## config.mk

```make
export PLATFORM = sky130hd
export DESIGN_NAME = decode_stage_p
export DESIGN_NICKNAME = d
export VERILOG_FILES = /design/src/rtl/decode_stage_p.sv
export SDC_FILE = /design/constraint.sdc
export NUM_CORES = 1
export LEC_CHECK = 0
export CAP_MARGIN = 10
export CORE_UTILIZATION = 40
export DETAILED_ROUTE_END_ITERATION = 7
export PLACE_DENSITY = 0.66
export SETUP_SLACK_MARGIN = 0.3
export SLEW_MARGIN = 0
export SYNTH_ARGS = -nofsm -noshare
export SYNTH_HDL_FRONTEND = slang
export SYNTH_SLANG_ARGS = --single-unit
```

## constraint.sdc

```tcl
create_clock -name clk -period 3.4 [get_ports clk]
set_input_delay 1.02 -clock clk [delete_from_list [all_inputs] [get_ports clk]]
set_output_delay 1.02 -clock clk [all_outputs]
set_load 0.005 [all_outputs]
```

## src/rtl/decode_stage_p.sv

```systemverilog
// ID stage: register file, instruction decode, immediate generation,
// load-use hazard detection and the ID/EX pipeline register.
module decode_stage_p #(
    parameter int XLEN      = 32,
    parameter int NREG      = 32,
    parameter int WB_BYPASS = 1
) (
    input  logic            clk,
    input  logic            rst_n,
    input  logic [31:0]     instrD,
    input  logic [XLEN-1:0] pcD,
    input  logic [XLEN-1:0] pc4D,
    input  logic            regwriteW,
    input  logic [4:0]      rdW,
    input  logic [XLEN-1:0] resultW,
    input  logic            stallD,
    input  logic            flushE,
    output logic            ldhazD,
    output logic            regwriteE,
    output logic            memrwE,
    output logic            memrdE,
    output logic            aselE,
    output logic            bselE,
    output logic [1:0]      wbselE,
    output logic [3:0]      ALUselE,
    output logic [2:0]      brtypeE,
    output logic            jalrE,
    output logic            illegalE,
    output logic [4:0]      rdE,
    output logic [4:0]      rs1E,
    output logic [4:0]      rs2E,
    output logic [XLEN-1:0] rd1E,
    output logic [XLEN-1:0] rd2E,
    output logic [XLEN-1:0] imm_exE,
    output logic [XLEN-1:0] pcE,
    output logic [XLEN-1:0] pc4E
);
    localparam int         IDXW   = $clog2(NREG);
    localparam logic [5:0] NREG_L = 6'(NREG);

    localparam logic [6:0] OPC_OP     = 7'b0110011;
    localparam logic [6:0] OPC_OPIMM  = 7'b0010011;
    localparam logic [6:0] OPC_LOAD   = 7'b0000011;
    localparam logic [6:0] OPC_STORE  = 7'b0100011;
    localparam logic [6:0] OPC_BRANCH = 7'b1100011;
    localparam logic [6:0] OPC_JAL    = 7'b1101111;
    localparam logic [6:0] OPC_JALR   = 7'b1100111;
    localparam logic [6:0] OPC_LUI    = 7'b0110111;
    localparam logic [6:0] OPC_AUIPC  = 7'b0010111;

    localparam logic [3:0] ALU_ADD   = 4'd0;
    localparam logic [3:0] ALU_SUB   = 4'd1;
    localparam logic [3:0] ALU_SLL   = 4'd2;
    localparam logic [3:0] ALU_SLT   = 4'd3;
    localparam logic [3:0] ALU_SLTU  = 4'd4;
    localparam logic [3:0] ALU_XOR   = 4'd5;
    localparam logic [3:0] ALU_SRL   = 4'd6;
    localparam logic [3:0] ALU_SRA   = 4'd7;
    localparam logic [3:0] ALU_OR    = 4'd8;
    localparam logic [3:0] ALU_AND   = 4'd9;
    localparam logic [3:0] ALU_PASSB = 4'd10;

    typedef struct packed {
        logic            regwrite;
        logic            memrw;
        logic            memrd;
        logic            asel;
        logic            bsel;
        logic [1:0]      wbsel;
        logic [3:0]      alusel;
        logic [2:0]      brtype;
        logic            jalr;
        logic            illegal;
        logic [4:0]      rd;
        logic [4:0]      rs1;
        logic [4:0]      rs2;
        logic [XLEN-1:0] rd1;
        logic [XLEN-1:0] rd2;
        logic [XLEN-1:0] imm;
        logic [XLEN-1:0] pc;
        logic [XLEN-1:0] pc4;
    } idex_t;

    // ALU op shared by OP and OP-IMM; alt selects SUB/SRA
    function automatic logic [3:0] alu_op(input logic [2:0] f3, input logic alt);
        case (f3)
            3'b000:  alu_op = alt ? ALU_SUB : ALU_ADD;
            3'b001:  alu_op = ALU_SLL;
            3'b010:  alu_op = ALU_SLT;
            3'b011:  alu_op = ALU_SLTU;
            3'b100:  alu_op = ALU_XOR;
            3'b101:  alu_op = alt ? ALU_SRA : ALU_SRL;
            3'b110:  alu_op = ALU_OR;
            default: alu_op = ALU_AND;
        endcase
    endfunction

    logic [XLEN-1:0] rf_q [NREG];
    idex_t           idex_q, idex_d, dec;

    logic [6:0]  opcode;
    logic [2:0]  funct3;
    logic [6:0]  funct7;
    logic [4:0]  rd_idx, rs1_idx, rs2_idx;
    logic        rs1_ok, rs2_ok, rd_ok, shamt_ok;
    logic        use_rs1, use_rs2, use_rd, legal;
    logic [31:0] imm32;
    logic [XLEN-1:0] rd1, rd2;

    assign opcode   = instrD[6:0];
    assign funct3   = instrD[14:12];
    assign funct7   = instrD[31:25];
    assign rd_idx   = instrD[11:7];
    assign rs1_idx  = instrD[19:15];
    assign rs2_idx  = instrD[24:20];
    assign rs1_ok   = {1'b0, rs1_idx} < NREG_L;
    assign rs2_ok   = {1'b0, rs2_idx} < NREG_L;
    assign rd_ok    = {1'b0, rd_idx} < NREG_L;
    assign shamt_ok = (XLEN == 64) || !instrD[25];

    // Register file write port; contents deliberately not reset
    always_ff @(posedge clk) begin
        if (regwriteW && (rdW != 5'd0) && ({1'b0, rdW} < NREG_L))
            rf_q[rdW[IDXW-1:0]] <= resultW;
    end

    // Combinational reads with x0 hardwired and optional WB bypass
    always_comb begin
        rd1 = '0;
        rd2 = '0;
        if (rs1_idx != 5'd0 && rs1_ok)
            rd1 = (WB_BYPASS != 0 && regwriteW && rdW == rs1_idx) ? resultW
                                                                 : rf_q[rs1_idx[IDXW-1:0]];
        if (rs2_idx != 5'd0 && rs2_ok)
            rd2 = (WB_BYPASS != 0 && regwriteW && rdW == rs2_idx) ? resultW
                                                                 : rf_q[rs2_idx[IDXW-1:0]];
    end

    // Main decode: control bits, immediate, register-use flags, legality
    always_comb begin
        dec     = '0;
        use_rs1 = 1'b0;
        use_rs2 = 1'b0;
        use_rd  = 1'b0;
        legal   = 1'b1;
        imm32   = '0;
        dec.rd  = rd_idx;
        dec.rs1 = rs1_idx;
        dec.rs2 = rs2_idx;
        dec.rd1 = rd1;
        dec.rd2 = rd2;
        dec.pc  = pcD;
        dec.pc4 = pc4D;
        case (opcode)
            OPC_OP: begin
                {use_rs1, use_rs2, use_rd} = 3'b111;
                dec.regwrite = 1'b1;
                dec.alusel   = alu_op(funct3, funct7[5]);
                legal = (funct7 == 7'h00) ||
                        (funct7 == 7'h20 && (funct3 == 3'b000 || funct3 == 3'b101));
            end
            OPC_OPIMM: begin
                {use_rs1, use_rd} = 2'b11;
                dec.regwrite = 1'b1;
                dec.bsel     = 1'b1;
                dec.alusel   = alu_op(funct3, (funct3 == 3'b101) && instrD[30]);
                imm32        = {{20{instrD[31]}}, instrD[31:20]};
                if (funct3 == 3'b001)
                    legal = (instrD[31:26] == 6'd0) && shamt_ok;
                else if (funct3 == 3'b101)
                    legal = !instrD[31] && (instrD[29:26] == 4'd0) && shamt_ok;
            end
            OPC_LOAD: begin
                {use_rs1, use_rd} = 2'b11;
                dec.regwrite = 1'b1;
                dec.memrd    = 1'b1;
                dec.bsel     = 1'b1;
                dec.wbsel    = 2'd1;
                imm32        = {{20{instrD[31]}}, instrD[31:20]};
                legal        = (funct3 == 3'b010);
            end
            OPC_STORE: begin
                {use_rs1, use_rs2} = 2'b11;
                dec.memrw = 1'b1;
                dec.bsel  = 1'b1;
                imm32     = {{20{instrD[31]}}, instrD[31:25], instrD[11:7]};
                legal     = (funct3 == 3'b010);
            end
            OPC_BRANCH: begin
                {use_rs1, use_rs2} = 2'b11;
                dec.asel = 1'b1;
                dec.bsel = 1'b1;
                imm32    = {{19{instrD[31]}}, instrD[31], instrD[7], instrD[30:25],
                            instrD[11:8], 1'b0};
                case (funct3)
                    3'b000:  dec.brtype = 3'd1;
                    3'b001:  dec.brtype = 3'd2;
                    3'b100:  dec.brtype = 3'd3;
                    3'b101:  dec.brtype = 3'd4;
                    3'b110:  dec.brtype = 3'd5;
                    3'b111:  dec.brtype = 3'd6;
                    default: legal = 1'b0;
                endcase
            end
            OPC_JAL: begin
                use_rd       = 1'b1;
                dec.regwrite = 1'b1;
                dec.asel     = 1'b1;
                dec.bsel     = 1'b1;
                dec.wbsel    = 2'd2;
                dec.brtype   = 3'd7;
                imm32        = {{11{instrD[31]}}, instrD[31], instrD[19:12], instrD[20],
                                instrD[30:21], 1'b0};
            end
            OPC_JALR: begin
                {use_rs1, use_rd} = 2'b11;
                dec.regwrite = 1'b1;
                dec.bsel     = 1'b1;
                dec.wbsel    = 2'd2;
                dec.brtype   = 3'd7;
                dec.jalr     = 1'b1;
                imm32        = {{20{instrD[31]}}, instrD[31:20]};
                legal        = (funct3 == 3'b000);
            end
            OPC_LUI: begin
                use_rd       = 1'b1;
                dec.regwrite = 1'b1;
                dec.bsel     = 1'b1;
                dec.alusel   = ALU_PASSB;
                imm32        = {instrD[31:12], 12'd0};
            end
            OPC_AUIPC: begin
                use_rd       = 1'b1;
                dec.regwrite = 1'b1;
                dec.asel     = 1'b1;
                dec.bsel     = 1'b1;
                imm32        = {instrD[31:12], 12'd0};
            end
            default: legal = 1'b0;
        endcase
        dec.imm = XLEN'($signed(imm32));
        legal = legal && (!use_rs1 || rs1_ok) && (!use_rs2 || rs2_ok) && (!use_rd || rd_ok);
        if (!legal) begin
            dec.regwrite = 1'b0;
            dec.memrw    = 1'b0;
            dec.memrd    = 1'b0;
            dec.asel     = 1'b0;
            dec.bsel     = 1'b0;
            dec.wbsel    = 2'd0;
            dec.alusel   = ALU_ADD;
            dec.brtype   = 3'd0;
            dec.jalr     = 1'b0;
            dec.illegal  = 1'b1;
        end
    end

    assign ldhazD = idex_q.memrd && (idex_q.rd != 5'd0) &&
                    ((use_rs1 && idex_q.rd == rs1_idx) || (use_rs2 && idex_q.rd == rs2_idx));

    // ID/EX next value: flush or unstalled load-use bubble, else hold on stall, else load
    always_comb begin
        idex_d = idex_q;
        if (flushE || (ldhazD && !stallD))
            idex_d = '0;
        else if (!stallD)
            idex_d = dec;
    end

    // ID/EX pipeline register; all-zero is the bubble
    always_ff @(posedge clk or negedge rst_n) begin
        if (!rst_n)
            idex_q <= '0;
        else
            idex_q <= idex_d;
    end

    assign regwriteE = idex_q.regwrite;
    assign memrwE    = idex_q.memrw;
    assign memrdE    = idex_q.memrd;
    assign aselE     = idex_q.asel;
    assign bselE     = idex_q.bsel;
    assign wbselE    = idex_q.wbsel;
    assign ALUselE   = idex_q.alusel;
    assign brtypeE   = idex_q.brtype;
    assign jalrE     = idex_q.jalr;
    assign illegalE  = idex_q.illegal;
    assign rdE       = idex_q.rd;
    assign rs1E      = idex_q.rs1;
    assign rs2E      = idex_q.rs2;
    assign rd1E      = idex_q.rd1;
    assign rd2E      = idex_q.rd2;
    assign imm_exE   = idex_q.imm;
    assign pcE       = idex_q.pc;
    assign pc4E      = idex_q.pc4;

endmodule

```

==> results.sh, run 1 <==
export IMPL_synth_edf_count=1024
export IMPL_cts_root_buf="clkbuf_16"
export IMPL_ctsHoldBuffers=0
export IMPL_status="complete, no violations"
export IMPL_grt_pass1_vias=34250
export IMPL_drt_pass1_iter_count=5
export IMPL_cpLargestDelayFamily="simple AND/OR/NAND/NOR gates"
export IMPL_min_period_ns=3.292
export IMPL_ant_nets=0
export IMPL_cp_max_fo=3
export IMPL_insertion_delay_ns=0.75
export IMPL_clk_transition_reported_paths_ns=0.06
export IMPL_synth_avg_cell_area_um2=18.59
export IMPL_synth_common_cells="1024 x edfxtp_1, 512 x mux4_2, 193 x o22ai_1"
export IMPL_die_area_um2=137200
export IMPL_globalRouteTotalUtil=0.2496
export IMPL_area_growth_pct=23.12
export IMPL_rsz0062_at_grt="yes"
export IMPL_dp_cells=5135
export IMPL_overflow=0
export IMPL_die_w_um=370.5
export IMPL_place_ws_ns=-0.6380
export IMPL_crit_buf_inv=2
export IMPL_worst_path_max_delay_cell="and4bb_1"
export IMPL_setup_violations=0
export IMPL_htreeDepth=3
export IMPL_cts_sinks=1214
export IMPL_whs_ns=0.2191
export IMPL_wirelength_mm=172.7
export IMPL_initialDrtViolationCount=3891
export IMPL_synthFlopType="edfxtp_1"
export IMPL_r2r_start="rdE[2]"
export IMPL_reg2reg_depth=8
export IMPL_total_power_mw=33.34
export IMPL_p_per_area_nw_per_um2=498.7
export IMPL_slew_headroom=0.2381
export IMPL_yosysMostFrequentCell="edfxtp_1"
export IMPL_yosysWarnings=0
export IMPL_crit_chain="clkdlybuf4s15_1 -> and4bb_1 -> nand4_2 -> a2bb2oi_4 -> nor2_4 -> buf_2"
export IMPL_die_h_um=370.5
export IMPL_cap_violations=0
export IMPL_synth_top_cells_by_area="edfxtp_1 57%, mux4_2 21%, dfrtp_1 8.8%, o22ai_1 2.2%, a22o_1 1.4%"
export IMPL_fill_cells=10910
export IMPL_antenna_found_initial=8
export IMPL_synthesis_area_um2=54300
export IMPL_cp_start_kind="input port"
export IMPL_wl_per_cell_um=32.15
export IMPL_gp_congestion=0.8527
export IMPL_grt_first_pass_wirelength_mm=243.4
export IMPL_yosys_area_top_type="edfxtp_1"
export IMPL_ys_seq_area_frac=0.6538
export IMPL_cts_tree="yes"
export IMPL_vias=33680
export IMPL_leakage_nw=22.49
export IMPL_hold_violations=0
export IMPL_r2r_end="rd2E[23]"
export IMPL_cpPeakStageDelay_ns=0.33
export IMPL_worstPathRequired_ns=2.38
export IMPL_yosysTopAreaCellShare=0.5663
export IMPL_viasPerCell=6.271
export IMPL_worst_pin_slew_ns=1.139
export IMPL_path_class="input port to output pin"
export IMPL_r2r_slack_ns=0.79
export IMPL_ys_ff_latch=1214
export IMPL_initial_utilization=0.4049
export IMPL_clk_path_buf_depth=3
export IMPL_cp_end_kind="output pin"
export IMPL_slew_violations=0
export IMPL_drc=0
export IMPL_hold_path_class="input port to async pin"
export IMPL_fin_cells=5371
export IMPL_place_hpwl_mm=112.2
export IMPL_pin_count=330
export IMPL_drive_above_1_share=0.3119
export IMPL_fin_crit_sh=0.9681
export IMPL_io_buffer_count=329
export IMPL_cts_buffers=118
export IMPL_ir_worst_vdd_mv=0.4253
export IMPL_rows=134
export IMPL_synthCells=2921
export IMPL_fin_worst_skew_ns=0.02709
export IMPL_grt_max_degree=131
export IMPL_synthArstFlopShare=0.1565
export IMPL_fin_ws_ns=0.1085
export IMPL_critPathArrivalTime_ns=2.27
export IMPL_ys_types=63
export IMPL_core_um2=134100
export IMPL_timing_fmax_mhz=303.8
export IMPL_final_nets=3633
-- layout make-up --
| class | count | area, um^2 | area share |
|---|---|---|---|
| flip-flops and latches | 1214 | 35510 | 0.5311 |
| multi-input cells | 1469 | 18000 | 0.2692 |
| well taps | 1768 | 2212 | 0.03309 |
| clock buffers | 156 | 3259 | 0.04875 |
| diodes | 6 | 15.01 | 0.0002246 |
| inverters | 23 | 86.33 | 0.001291 |
| repair buffers | 669 | 7076 | 0.1058 |
| clock inverters | 66 | 698.2 | 0.01044 |
-- state kept, by name, indices dropped and copies added, names as in the netlist --
register,cells
imm_exE,32
memrdE,1
pc4E,32
rd2E,32
rs2E,5
illegalE,1
rs1E,5
wbselE,1
pcE,32
rd1E,32
rf_q,1024
rdE,5
aselE,1
regwriteE,1
ALUselE,4
memrwE,1
jalrE,1
bselE,1
brtypeE,3
-- worst max path at each step --
stage	slack [ns]	start	depth (start not counted)	to
after floorplan	0.01	rdW[3]	4	rf_q[25][0]
after global placement	-0.70	instrD[3]	6	ldhazD
after detailed placement	-0.64	instrD[3]	7	ldhazD
after CTS	0.02	rdE[1]	5	ldhazD
after global routing	0.02	instrD[2]	6	ldhazD
final	0.11	instrD[2]	6	ldhazD
-- cells by family (layout without fill, tap and decap cells) --
family / after synthesis / count (layout) / share of synthesized area
flip-flops: 1214 / 1214 / 0.6538
AO/OA/AOI/OAI: 475 / 475 / 0.06355
other: 1 / 38 / 0.00006906
buffers and inverters: 269 / 914 / 0.02380
XOR/XNOR: 20 / 20 / 0.003226
multiplexers: 544 / 544 / 0.2182
AND/OR/NAND/NOR: 398 / 398 / 0.03728
-- routing by layer --
metal  share of wire  wire length, um  global-route usage
met1            0.37            64160              0.3244
met2            0.49            83860              0.4115
met3           0.096            16650             0.04523
met4           0.046             8003              0.1079
met5               0                0                   0
-- stage by stage --
step                      cell area [um^2]  TNS, ns    util
after floorplan                      54480        0       -
after global placement               62750   -13.24  0.4678
after detailed placement             62750   -11.58  0.4678
after CTS                            66830        0  0.4983
after global routing                 66850        0  0.4984
final                                66860        0  0.4985
-- timing repair --
action,in CTS,in global routing
pin swaps,11,7
setup buffers,6,2
gates resized for setup,35,5
endpoints found under the hold margin,0,0
setup endpoints to repair,1,1
-- placed cells by master (no fill, tap or decap), types with 14 or more instances in the layout --
master,count
o22ai_1,193
mux2i_1,32
nor2_4,32
edfxtp_1,1024
nor2b_1,39
o221ai_1,21
nor4_1,36
nand2_1,138
inv_1,23
a22o_1,87
clkbuf_1,25
mux4_2,512
nor2_1,14
a221o_1,43
nor3_1,45
buf_4,243
dfrtp_1,186
conb_1,32
and2_1,33
buf_12,98
a211oi_1,33
clkdlybuf4s50_1,310
clkbuf_16,121
clkinv_2,26
o21ai_0,29
a21oi_1,28
-- power breakdown --
part / switching [mW] / total [mW] / internal (mW)
Clock: 5.76 / 13.5 / 7.72
Combinational: 1.66 / 3.18 / 1.53
Sequential: 0.218 / 16.7 / 16.5
(Power assumes the default switching activity.)
==> inputs of run 2 (changes only) <==
DONT_BUFFER_PORTS = 1   (was default)
PLACE_DENSITY = 0.63   (was 0.66)
clock period = 3.25 ns   (was 3.4 ns; I/O delays follow)
==> results.sh, run 2 (synthesis gave the netlist of run 1 again) <==
export IMPL_status="finished, violations left"
export IMPL_violations="negative setup slack"
export IMPL_core_um2=134100
export IMPL_hold_violations=0
export IMPL_initial_utilization=0.4049
export IMPL_hold_path_class="input port to async pin"
export IMPL_initialDrtViolationCount=4101
export IMPL_grt_first_pass_wirelength_mm=238.7
export IMPL_layout_commonest_cell="edfxtp_1"
export IMPL_rsz0062_at_grt="yes"
export IMPL_timing_fmax_mhz=274.3
export IMPL_fin_worst_skew_ns=0.02637
export IMPL_grt_pass1_vias=32550
export IMPL_clk_transition_reported_paths_ns=0.06
export IMPL_finish_utilization=0.4548
export IMPL_worstPathRequired_ns=2.27
export IMPL_cts_root_buf="clkbuf_16"
export IMPL_worst_path_max_delay_cell="xnor2_1"
export IMPL_area_growth_pct=12.33
export IMPL_slew_violations=0
export IMPL_cts_buffers=120
export IMPL_antenna_found_initial=2
export IMPL_critPathArrivalTime_ns=2.67
export IMPL_worst_pin_slew_ns=1.273
export IMPL_setup_violations=1
export IMPL_clk_path_buf_depth=3
export IMPL_drc=0
export IMPL_r2r_start="rdE[4]"
export IMPL_leakage_nw=19.86
export IMPL_rows=134
export IMPL_ir_worst_vdd_mv=0.4016
export IMPL_cap_violations=0
export IMPL_viasPerCell=6.589
export IMPL_place_hpwl_mm=96.77
export IMPL_slew_headroom=0.1516
export IMPL_final_nets=3074
export IMPL_fin_ws_ns=-0.3950
export IMPL_cp_start_kind="input port"
export IMPL_gp_congestion=0.8508
export IMPL_cts_sinks=1214
export IMPL_place_ws_ns=0.2401
export IMPL_insertion_delay_ns=0.74
export IMPL_pin_count=330
export IMPL_grt_max_degree=263
export IMPL_fin_crit_sh=1.122
export IMPL_globalRouteTotalUtil=0.2448
export IMPL_die_area_um2=137200
export IMPL_wirelength_mm=170.9
export IMPL_r2r_slack_ns=0.73
export IMPL_vias=31720
export IMPL_drt_pass1_iter_count=6
export IMPL_die_w_um=370.5
export IMPL_overflow=0
export IMPL_reg2reg_depth=8
export IMPL_crit_chain="xnor2_1 -> nand4_1 -> a2bb2oi_2 -> nor2_4 -> buf_12"
export IMPL_r2r_end="imm_exE[15]"
export IMPL_cp_max_fo=262
export IMPL_path_class="input port to output pin"
export IMPL_drive_above_1_share=0.2850
export IMPL_htreeDepth=3
export IMPL_min_period_ns=3.645
export IMPL_layout_common_cells="1024 x edfxtp_1, 512 x mux4_2, 193 x o22ai_1"
export IMPL_largest_reg_flops=1024
export IMPL_cpPeakStageDelay_ns=0.49
export IMPL_wl_per_cell_um=35.50
export IMPL_die_h_um=370.5
export IMPL_cp_end_kind="output pin"
export IMPL_ant_nets=0
export IMPL_cts_tree="yes"
export IMPL_p_per_area_nw_per_um2=542.5
export IMPL_fill_cells=11270
export IMPL_io_buffer_count=0
## run 2: timing repair
action                                 4_1_cts  5_1_grt
gates resized for setup                      8        0
pin swaps                                    8        0
buffers inserted                             1        0
endpoints found under the hold margin      146       49
setup endpoints to repair                    1        1
## run 2: how the worst max path moves through the flow
stage	startpoint	endpoint	slack [ns]	depth (start not counted)
floorplan	rdW[3]	rf_q[25][0]	-0.1	4
global placement	instrD[15]	ldhazD	0.22	6
detailed placement	instrD[21]	rd2E[4]	0.24	5
CTS	rdE[1]	ldhazD	0.03	4
global route	rdE[1]	ldhazD	0.002	6
finish	instrD[21]	ldhazD	-0.40	5
## run 2: area by class of cell
type / count / area [um^2] / area share
Multi-Input combinational cell: 1469 / 17930 / 0.2940
Clock inverter: 50 / 360.3 / 0.005907
Timing Repair Buffer: 108 / 1409 / 0.02310
Tap cell: 1768 / 2212 / 0.03626
Antenna cell: 4 / 10.01 / 0.0001641
Clock buffer: 178 / 3478 / 0.05702
Sequential cell: 1214 / 35510 / 0.5821
Inverter: 23 / 86.33 / 0.001415
## run 2: stage by stage
stage | instance area, um^2 | setup TNS, ns | hold slack [ns] | total power [mW] | cells
2_1_floorplan | 54450 | -36.47 | 0.4726 | 19.33 | 2952
3_3_place_gp | 57020 | 0 | 0.4947 | 19.62 | 4577
3_5_place_dp | 57020 | 0 | 0.5051 | 19.67 | 4577
4_1_cts | 60890 | 0 | -0.08203 | 33.13 | 4806
5_1_grt | 60990 | 0 | 0.05148 | 33.89 | 4810
6_report | 61000 | -0.3950 | 0.07188 | 33.09 | 4814
## run 2: power by group
group	internal [mW]	switching (mW)	total, mW
Clock	7.69	5.95	13.6
Sequential	17.2	0.325	17.5
Combinational	1.05	0.862	1.91
## run 2: per-layer routing
metal / vias to the layer above / global-route usage / wire, um
li1: 12410 / - / -
met1: 16940 / 0.3100 / 61570
met2: 1992 / 0.4026 / 82920
met3: 378 / 0.05455 / 18020
met4: 0 / 0.1106 / 8390
met5: - / 0 / 0
## run 2: worst max-delay path: cells and delay by family
| family | cells | cell delay (ns) |
|---|---|---|
| xor gates and xnor gates | 1 | 0.49 |
| and+or+nand+nor | 2 | 0.27 |
| buffers and inverters | 1 | 0.15 |
| AOI/OAI and AO/OA | 1 | 0.18 |
